**src/rtl/load_store_unit.sv**
```systemverilog
// load_store_unit
//
// Memory-access stage that sits after the ALU. The ALU result is the
// effective byte address and rs2 is the store data. A legal load or store
// becomes one request/acknowledge transaction on the data-memory bus, and
// the core is stalled until that transaction finishes. Byte and halfword
// accesses are placed on the correct byte lanes. Loads are sign- or
// zero-extended. Misaligned or illegal accesses are flagged without ever
// touching the bus.
//
// Optional feature: define LSU_TIMEOUT_EN to abort a request that gets no
// acknowledge within TIMEOUT_CYCLES REQ cycles. The abort pulses o_BusError
// during DONE. When the macro is undefined, REQ waits for ever and
// o_BusError is tied low.
//
// Ports:
//   i_clk, i_rst          clock, synchronous active-high reset
//   i_ALUResult           effective byte address
//   i_WriteData           store data (rs2)
//   i_MemRead/i_MemWrite  load / store present
//   i_Funct3              size and sign: 000 B, 001 H, 010 W, 100 BU, 101 HU
//   o_ReadData            registered, extended load result
//   o_Stall               hold PC/instruction while the access is pending
//   o_MisalignedFault     illegal or misaligned access (IDLE only)
//   o_BusError            timeout abort, one-cycle pulse in DONE
//   o_BusReq/o_BusWe      bus request, 1 = write
//   o_BusAddr             word-aligned address
//   o_BusWData            lane-replicated store data
//   o_BusByteEn           active byte lanes
//   i_BusAck/i_BusRData   acknowledge and read word (valid with ack)

module load_store_unit #(
  parameter int TIMEOUT_CYCLES = 255
) (
  input  logic        i_clk,
  input  logic        i_rst,
  input  logic [31:0] i_ALUResult,
  input  logic [31:0] i_WriteData,
  input  logic        i_MemRead,
  input  logic        i_MemWrite,
  input  logic [2:0]  i_Funct3,
  output logic [31:0] o_ReadData,
  output logic        o_Stall,
  output logic        o_MisalignedFault,
  output logic        o_BusError,
  output logic        o_BusReq,
  output logic        o_BusWe,
  output logic [31:0] o_BusAddr,
  output logic [31:0] o_BusWData,
  output logic [3:0]  o_BusByteEn,
  input  logic        i_BusAck,
  input  logic [31:0] i_BusRData
);

  typedef enum logic [1:0] {IDLE, REQ, DONE} state_t;

  state_t      state;
  logic [1:0]  lane_off;
  logic [2:0]  funct3_q;

  logic        access;
  logic        illegal;
  logic        legal_access;
  logic [3:0]  byte_en_next;
  logic [31:0] wdata_next;
  logic [7:0]  load_byte;
  logic [15:0] load_half;
  logic [31:0] load_value;

  // Decode the incoming instruction. Any condition that makes the access
  // illegal is accumulated into one flag. Lane enables and replicated
  // store data depend only on the size bits.
  always_comb begin
    access  = i_MemRead ^ i_MemWrite;
    illegal = 1'b0;

    if (i_MemRead && i_MemWrite)
      illegal = 1'b1;

    if (i_MemWrite && !i_MemRead) begin
      case (i_Funct3)
        3'b000, 3'b001, 3'b010: illegal = illegal;
        default:                illegal = 1'b1;
      endcase
    end

    if (i_MemRead && !i_MemWrite) begin
      case (i_Funct3)
        3'b000, 3'b001, 3'b010, 3'b100, 3'b101: illegal = illegal;
        default:                                illegal = 1'b1;
      endcase
    end

    // Halfword needs an even address. Word needs a 4-byte-aligned address.
    if ((i_MemRead || i_MemWrite) && (i_Funct3[1:0] == 2'b01) && i_ALUResult[0])
      illegal = 1'b1;
    if ((i_MemRead || i_MemWrite) && (i_Funct3[1:0] == 2'b10) && (i_ALUResult[1:0] != 2'b00))
      illegal = 1'b1;

    legal_access = access && !illegal;

    case (i_Funct3[1:0])
      2'b00: begin
        byte_en_next = 4'b0001 << i_ALUResult[1:0];
        wdata_next   = {4{i_WriteData[7:0]}};
      end
      2'b01: begin
        byte_en_next = 4'b0011 << i_ALUResult[1:0];
        wdata_next   = {2{i_WriteData[15:0]}};
      end
      default: begin
        byte_en_next = 4'b1111;
        wdata_next   = i_WriteData;
      end
    endcase
  end

  // Pick the addressed lane out of the returned word and extend it. The
  // lane offset and size were latched when the request started, so a
  // late change on the address inputs cannot corrupt the result.
  always_comb begin
    case (lane_off)
      2'd0:    load_byte = i_BusRData[7:0];
      2'd1:    load_byte = i_BusRData[15:8];
      2'd2:    load_byte = i_BusRData[23:16];
      default: load_byte = i_BusRData[31:24];
    endcase
    load_half = lane_off[1] ? i_BusRData[31:16] : i_BusRData[15:0];

    case (funct3_q)
      3'b000:  load_value = {{24{load_byte[7]}}, load_byte};
      3'b001:  load_value = {{16{load_half[15]}}, load_half};
      3'b100:  load_value = {24'h000000, load_byte};
      3'b101:  load_value = {16'h0000, load_half};
      default: load_value = i_BusRData;
    endcase
  end

  // DONE is the cycle in which the core moves past the instruction, so the
  // stall drops there even though the access inputs are still present.
  assign o_Stall           = legal_access && (state != DONE);
  assign o_MisalignedFault = (state == IDLE) && illegal;

`ifdef LSU_TIMEOUT_EN
  localparam int COUNT_W = ($clog2(TIMEOUT_CYCLES + 1) > 8) ? $clog2(TIMEOUT_CYCLES + 1) : 8;

  logic [COUNT_W-1:0] wait_count;
  logic               bus_error_q;

  assign o_BusError = bus_error_q;

  // Transaction FSM with a wait counter. The counter holds the number of
  // ack-less REQ cycles already completed. When it equals TIMEOUT_CYCLES-1
  // with no ack, the current cycle is the TIMEOUT_CYCLES-th one and the
  // request is abandoned. An ack in that same cycle still wins.
  always_ff @(posedge i_clk) begin
    if (i_rst) begin
      state       <= IDLE;
      o_BusReq    <= 1'b0;
      o_BusWe     <= 1'b0;
      o_BusAddr   <= 32'h0;
      o_BusWData  <= 32'h0;
      o_BusByteEn <= 4'b0000;
      o_ReadData  <= 32'h0;
      lane_off    <= 2'b00;
      funct3_q    <= 3'b000;
      wait_count  <= '0;
      bus_error_q <= 1'b0;
    end else begin
      case (state)
        IDLE: begin
          bus_error_q <= 1'b0;
          if (legal_access) begin
            o_BusAddr   <= {i_ALUResult[31:2], 2'b00};
            o_BusByteEn <= byte_en_next;
            o_BusWData  <= wdata_next;
            o_BusWe     <= i_MemWrite;
            lane_off    <= i_ALUResult[1:0];
            funct3_q    <= i_Funct3;
            wait_count  <= '0;
            o_BusReq    <= 1'b1;
            state       <= REQ;
          end
        end
        REQ: begin
          if (i_BusAck) begin
            if (!o_BusWe)
              o_ReadData <= load_value;
            o_BusReq <= 1'b0;
            state    <= DONE;
          end else if (wait_count == COUNT_W'(TIMEOUT_CYCLES - 1)) begin
            o_BusReq    <= 1'b0;
            o_ReadData  <= 32'h0;
            bus_error_q <= 1'b1;
            state       <= DONE;
          end else begin
            wait_count <= wait_count + 1'b1;
          end
        end
        DONE: begin
          bus_error_q <= 1'b0;
          state       <= IDLE;
        end
        default: state <= IDLE;
      endcase
    end
  end
`else
  logic unused_timeout_cycles;

  assign unused_timeout_cycles = ^TIMEOUT_CYCLES;
  assign o_BusError            = 1'b0;

  // Transaction FSM. Bus outputs stay registered and stable for the whole
  // REQ phase. The request waits indefinitely for the acknowledge.
  always_ff @(posedge i_clk) begin
    if (i_rst) begin
      state       <= IDLE;
      o_BusReq    <= 1'b0;
      o_BusWe     <= 1'b0;
      o_BusAddr   <= 32'h0;
      o_BusWData  <= 32'h0;
      o_BusByteEn <= 4'b0000;
      o_ReadData  <= 32'h0;
      lane_off    <= 2'b00;
      funct3_q    <= 3'b000;
    end else begin
      case (state)
        IDLE: begin
          if (legal_access) begin
            o_BusAddr   <= {i_ALUResult[31:2], 2'b00};
            o_BusByteEn <= byte_en_next;
            o_BusWData  <= wdata_next;
            o_BusWe     <= i_MemWrite;
            lane_off    <= i_ALUResult[1:0];
            funct3_q    <= i_Funct3;
            o_BusReq    <= 1'b1;
            state       <= REQ;
          end
        end
        REQ: begin
          if (i_BusAck) begin
            if (!o_BusWe)
              o_ReadData <= load_value;
            o_BusReq <= 1'b0;
            state    <= DONE;
          end
        end
        DONE: state <= IDLE;
        default: state <= IDLE;
      endcase
    end
  end
`endif

endmodule

```
**config.mk**
```make
export PLATFORM = sky130hd
export DESIGN_NAME = load_store_unit
export DESIGN_NICKNAME = d
export VERILOG_FILES = /design/src/rtl/load_store_unit.sv
export SDC_FILE = /design/constraint.sdc
export NUM_CORES = 1
export LEC_CHECK = 0
export CORE_ASPECT_RATIO = 1.1
export CORE_MARGIN = 1.5
export CORE_UTILIZATION = 45
export CTS_BUF_LIST = sky130_fd_sc_hd__clkbuf_8 sky130_fd_sc_hd__clkbuf_16
export DETAILED_ROUTE_END_ITERATION = 8
export PLACE_DENSITY = 0.92
export SLEW_MARGIN = 20
export SYNTH_ARGS = -nofsm -noshare
export SYNTH_HDL_FRONTEND = slang
export SYNTH_SLANG_ARGS = --single-unit
export TNS_END_PERCENT = 20
```
**constraint.sdc**
```tcl
create_clock -name i_clk -period 1.8 [get_ports i_clk]
set_clock_uncertainty 0.15 [all_clocks]
set_input_delay 0.18 -clock i_clk [delete_from_list [all_inputs] [get_ports i_clk]]
set_output_delay 0.18 -clock i_clk [all_outputs]
set_load 0.05 [all_outputs]
```
==> results.md <==
Min path:
- The class of the most critical hold timing path is in -> reg.

Pwr:
- The clock network is responsible for between 20 and 30% of the overall power.
- Summed over all cells, the static leakage comes to 3.44 nW.
- The share of total power in sequential cells is between 30% and 40%.
- Dividing total power by cell area gives a power density of 812 nW/µm².
- Summed over all nets, the switching power comes to 2.32 mW.
- Of the total power, combinational logic draws a little under a third.
- VDD sags by at most ~0.76 mV.
- The switching share of power is ~34%.
- The cell-internal power is roughly 4.4 mW.

STA:
- The worst path uses between 90% and 100% of the clock period.
- The sum of negative setup slack is 0 ps.
- The achievable frequency is between 500 and 600 MHz.
- Across all hold checks on the routed design, the worst slack comes to ~96 ps.
- The transition at the pin with the smallest max-transition slack is roughly 530 ps.
- The final number of max-transition violations came to 0.
- The number of hold-slack violations in the final timing report is 0.
- Setup repair after global routing could not meet its margin everywhere.
- The worst pin sits at a relative slew slack of 64.3%.
- Setup violations remaining at the end of the flow were counted as 0.
- The worst path needs around 1700 ps of the cycle, external delays included.

Layout:
- The area taken by multi-input logic gates is 3330 µm².
- After filler insertion, the fill cell instance count of the layout stands at 1025.
- The antenna diode instance count is 0.
- The synthesis-to-layout area growth is 44.0%.
- The number of nets in the finished design is 942.
- The area of all placed cells without fillers is roughly 8300 µm².
- The ratio of cells with drive above 1 in the final layout is 26.3%.
- Across the whole layout, storage elements account for about 2100 µm².
- After the flow finishes, the layout carries non-filler instances totaling between 900 and 1000.
- Cells fill between 60% and 70% of the core in the end.

Global route:
- Global routing finished with a remaining overflow of 0.
- Entering global routing, the biggest net connects 96 pins.
- The initial antenna violation count is 0.
- The first-pass GRT wire length is 25.0 mm.
- The number of global-route vias before repair is roughly 5000.
- Global routing consumed, over all layers together, around 23% of the routing resources.

Setup path:
- The register-to-register path setup slack is approximately 90 ps.
- The kind of critical path is in -> out.
- The critical path launch point is i_ALUResult[0].
- The required time at the worst-slack endpoint is 1470 ps.
- STA classifies the critical path endpoint as an output port.
- STA puts the critical path data arrival time at about 1400 ps.
- In this run the critical register-to-register path is launched from state[0].
- Following the worst setup path forward leads to its endpoint at o_Stall.
- STA classifies the critical path startpoint as an input port.
- The endpoint of the worst register-to-register path is o_BusAddr[16].
- The biggest fanout along the worst timing path is 2.
- Counting cells, the worst reg-to-reg path comes to 5.

Clock tree:
- The clock-pin transition on the worst setup and hold timing paths is 80 ps.
- The CTS tree is yes.
- The CTS buffer count is 9.
- CTS placed an instance of sky130_fd_sc_hd__clkbuf_16 at the clock tree root.
- The clock passes through at most 2 buffers.
- The H-tree depth is 3.
- The number of hold-repair buffers added at the cts stage is 0.
- The insertion delay to the later sink of the worst-skew pair is approximately 350 ps.
- The number of clock sinks seen by CTS is 107.

Logic synthesis:
- The count of flip-flops with a built-in enable after synthesis is 0.
- Summed over its instances, the top area cell type makes up 37.3% of the synthesized netlist area.
- Synthesis produced roughly 600 cells.
- Sequential elements use a little under two fifths of the synthesized area.
- The synthesized design spends more area on one cell type than any other, namely sky130_fd_sc_hd__dfxtp_1.
- Dividing the synthesized area by the synthesized cell count gives ~9.3 µm².
- By area the synthesized netlist is led by sky130_fd_sc_hd__dfxtp_1 (37%), sky130_fd_sc_hd__mux2i_1 (13%), sky130_fd_sc_hd__nand2b_1 (12%), sky130_fd_sc_hd__mux2_2 (4.7%), sky130_fd_sc_hd__nand2_1 (3.7%).
- The cell area that synthesis handed to floorplanning was around 5700 µm².
- The fraction of registers with async set or reset after synthesis is 0%.
- The count of unique library cells instantiated by Yosys is between 40 and 50.
- Among all flip-flop cells after synthesis, the most frequent one is sky130_fd_sc_hd__dfxtp_1.
- Yosys printed 0 warnings.
- The synthesized design contains approximately 110 register bits.

Placed design:
- After detailed placement, the design holds a cell count of between 900 and 1000.
- The half-perimeter wire length of the detailed placement result is ~12 mm.
- Summing all placed instances gives a cell area of ~8000 µm².
- Input and output buffers added on the ports amount to roughly 210.
- Routability-driven placement finished with a final weighted congestion of around 0.87.

Routing:
- The number of DRC violations after detailed-routing iteration 0 is roughly 390.
- Dividing the detail-routed wire length by the instance count gives around 16 µm.
- The final layout contains routed wiring with a total length of ~16 mm.
- Using the TritonRoute via totals, the vias-per-cell ratio works out to roughly 5.3.
- The number of optimization iterations in the first detailed-route pass is 5.
- The count of unresolved DRC violations after routing is 0.
- The antenna violation net count after detailed routing is 0.
- The total via count after detailed routing is 5254.

Floorplan:
- The number of top-level pins is approximately 210.
- The die covers between 10000 and 15000 µm².
- The row count is 43.
- For this configuration, the core starts out at a cell density of between 40% and 50%.
- The die is around 120 µm tall.
- The floorplan step set the die width to between 100 and 150 µm.
- The floorplan step defined a core boundary enclosing 12500 µm².

Run:
- Across the run, the number of max-cap violations was 0.

Status:
- The run finished with clean final reports.
-- power by group through the flow --
stage	clock (mW)	sequential (mW)	combinational, mW
after CTS	2.02	2.65	2.10
after floorplan	0	3.23	0.805
after global routing	2.12	2.67	2.21
after detailed placement	0	2.70	2.10
final	1.98	2.64	2.09
after global placement	0	2.69	2.07
-- worst min path at each step --
stage	from	endpoint	slack, ps	cells past startpoint
2_1_floorplan	i_MemWrite	o_BusWe	180	2
3_3_place_gp	o_BusReq	o_BusReq	300	2
3_5_place_dp	o_BusReq	o_BusReq	300	2
4_1_cts	i_MemWrite	o_BusWe	180	4
5_1_grt	i_MemWrite	o_BusWe	110	4
6_report	i_MemWrite	o_BusWe	100	4
-- repair_timing --
item	in CTS	in global routing
endpoints found under the setup margin	91	4
resized for setup	44	11
pin swaps	4	3
setup buffers	2	0
-- metrics by stage --
| step | setup slack [ps] | power, mW |
|---|---|---|
| after global placement | -477 | 4.77 |
| final | 51.7 | 6.72 |
| after floorplan | -1.30 | 4.03 |
| after detailed placement | -544 | 4.80 |
| after CTS | -52.0 | 6.76 |
| after global routing | -1.30 | 7.00 |
-- cell families (layout without fill, tap and decap cells) --
group | count (synthesis) | count (layout) | share of synthesized area (%)
buffers and inverters | 56 | 275 | 6.27
other | 1 | 3 | 0.0652
flip-flops | 107 | 107 | 37.3
AND/OR/NAND/NOR | 266 | 266 | 24.7
multiplexers | 99 | 99 | 18.3
adder cells (fa/ha/maj) | 4 | 4 | 0.871
AO/OA/AOI/OAI | 85 | 85 | 12.5
-- final cells by class --
cell class	count	area share (%)
Multi-Input combinational cell	457	40.2
Sequential cell	107	25.9
Clock inverter	7	0.846
Tap cell	157	2.37
Clock buffer	9	2.72
Timing Repair Buffer	256	27.8
Inverter	3	0.136
-- flip-flops by register name, summed over array words and instances (netlist names) --
register and cells:
funct3_q 3, o_ReadData 32, state 2, o_BusWe 1, o_BusReq 1, o_BusAddr 30
o_BusWData 32, o_BusByteEn 4, lane_off 2
-- cells in the final DEF, fill, tap and decap left out, types with 2 or more instances in the layout --
cell	count
sky130_fd_sc_hd__buf_12	9
sky130_fd_sc_hd__dlygate4sd2_1	26
sky130_fd_sc_hd__nand2_1	57
sky130_fd_sc_hd__nor3b_1	8
sky130_fd_sc_hd__conb_1	3
sky130_fd_sc_hd__ha_1	4
sky130_fd_sc_hd__mux4_2	2
sky130_fd_sc_hd__dfxtp_1	104
sky130_fd_sc_hd__inv_1	2
sky130_fd_sc_hd__nor2_1	52
sky130_fd_sc_hd__o21ai_2	2
sky130_fd_sc_hd__o21bai_1	3
sky130_fd_sc_hd__buf_4	122
sky130_fd_sc_hd__a211oi_2	11
sky130_fd_sc_hd__a31oi_1	7
sky130_fd_sc_hd__mux2i_1	72
sky130_fd_sc_hd__inv_6	3
sky130_fd_sc_hd__clkdlybuf4s50_1	95
sky130_fd_sc_hd__a21oi_4	2
sky130_fd_sc_hd__dfxtp_2	3
sky130_fd_sc_hd__nor3_1	9
sky130_fd_sc_hd__o21ai_0	19
sky130_fd_sc_hd__clkbuf_16	9
sky130_fd_sc_hd__o221a_2	7
sky130_fd_sc_hd__mux2_2	24
sky130_fd_sc_hd__a21oi_1	13
sky130_fd_sc_hd__a2111oi_2	7
sky130_fd_sc_hd__nand2b_1	108
sky130_fd_sc_hd__nor2b_1	21
sky130_fd_sc_hd__a211oi_1	7
sky130_fd_sc_hd__buf_2	2
-- critical path: stages --
cell and delay, ps:
sky130_fd_sc_hd__dlygate4sd2_1 290, sky130_fd_sc_hd__o21ai_2 200, sky130_fd_sc_hd__a2bb2oi_4 200, sky130_fd_sc_hd__o22ai_4 100, sky130_fd_sc_hd__nor4b_4 280, sky130_fd_sc_hd__buf_12 180
-- routing by layer --
layer  up-vias  part of all wire (%)  GRT usage (%)
li1       2537                     -              -
met1      2468                    39           26.4
met2       224                    50           40.1
met3        25                   8.6           7.61
met4         0                   2.3           7.45
met5         -                     0              0
-- synthesized netlist by cell type (2+ instances only) --
cell type and instances:
sky130_fd_sc_hd__o21bai_1 3, sky130_fd_sc_hd__nor2b_1 21, sky130_fd_sc_hd__nor3b_1 8, sky130_fd_sc_hd__o221a_2 7
sky130_fd_sc_hd__a31oi_1 7, sky130_fd_sc_hd__o21ai_1 2, sky130_fd_sc_hd__nor2_1 52, sky130_fd_sc_hd__a2111oi_2 7
sky130_fd_sc_hd__dfxtp_1 107, sky130_fd_sc_hd__mux4_2 2, sky130_fd_sc_hd__a211oi_1 8, sky130_fd_sc_hd__inv_1 3
sky130_fd_sc_hd__ha_1 4, sky130_fd_sc_hd__buf_2 16, sky130_fd_sc_hd__buf_4 7, sky130_fd_sc_hd__buf_6 3
sky130_fd_sc_hd__a21oi_1 14, sky130_fd_sc_hd__mux2_2 24, sky130_fd_sc_hd__nor3_1 9, sky130_fd_sc_hd__mux2i_1 72
sky130_fd_sc_hd__buf_12 5, sky130_fd_sc_hd__nand2_1 57, sky130_fd_sc_hd__o21ai_0 19, sky130_fd_sc_hd__a211oi_2 10
sky130_fd_sc_hd__nand2b_1 108, sky130_fd_sc_hd__clkbuf_1 22
Power figures use the tool's default switching activity.
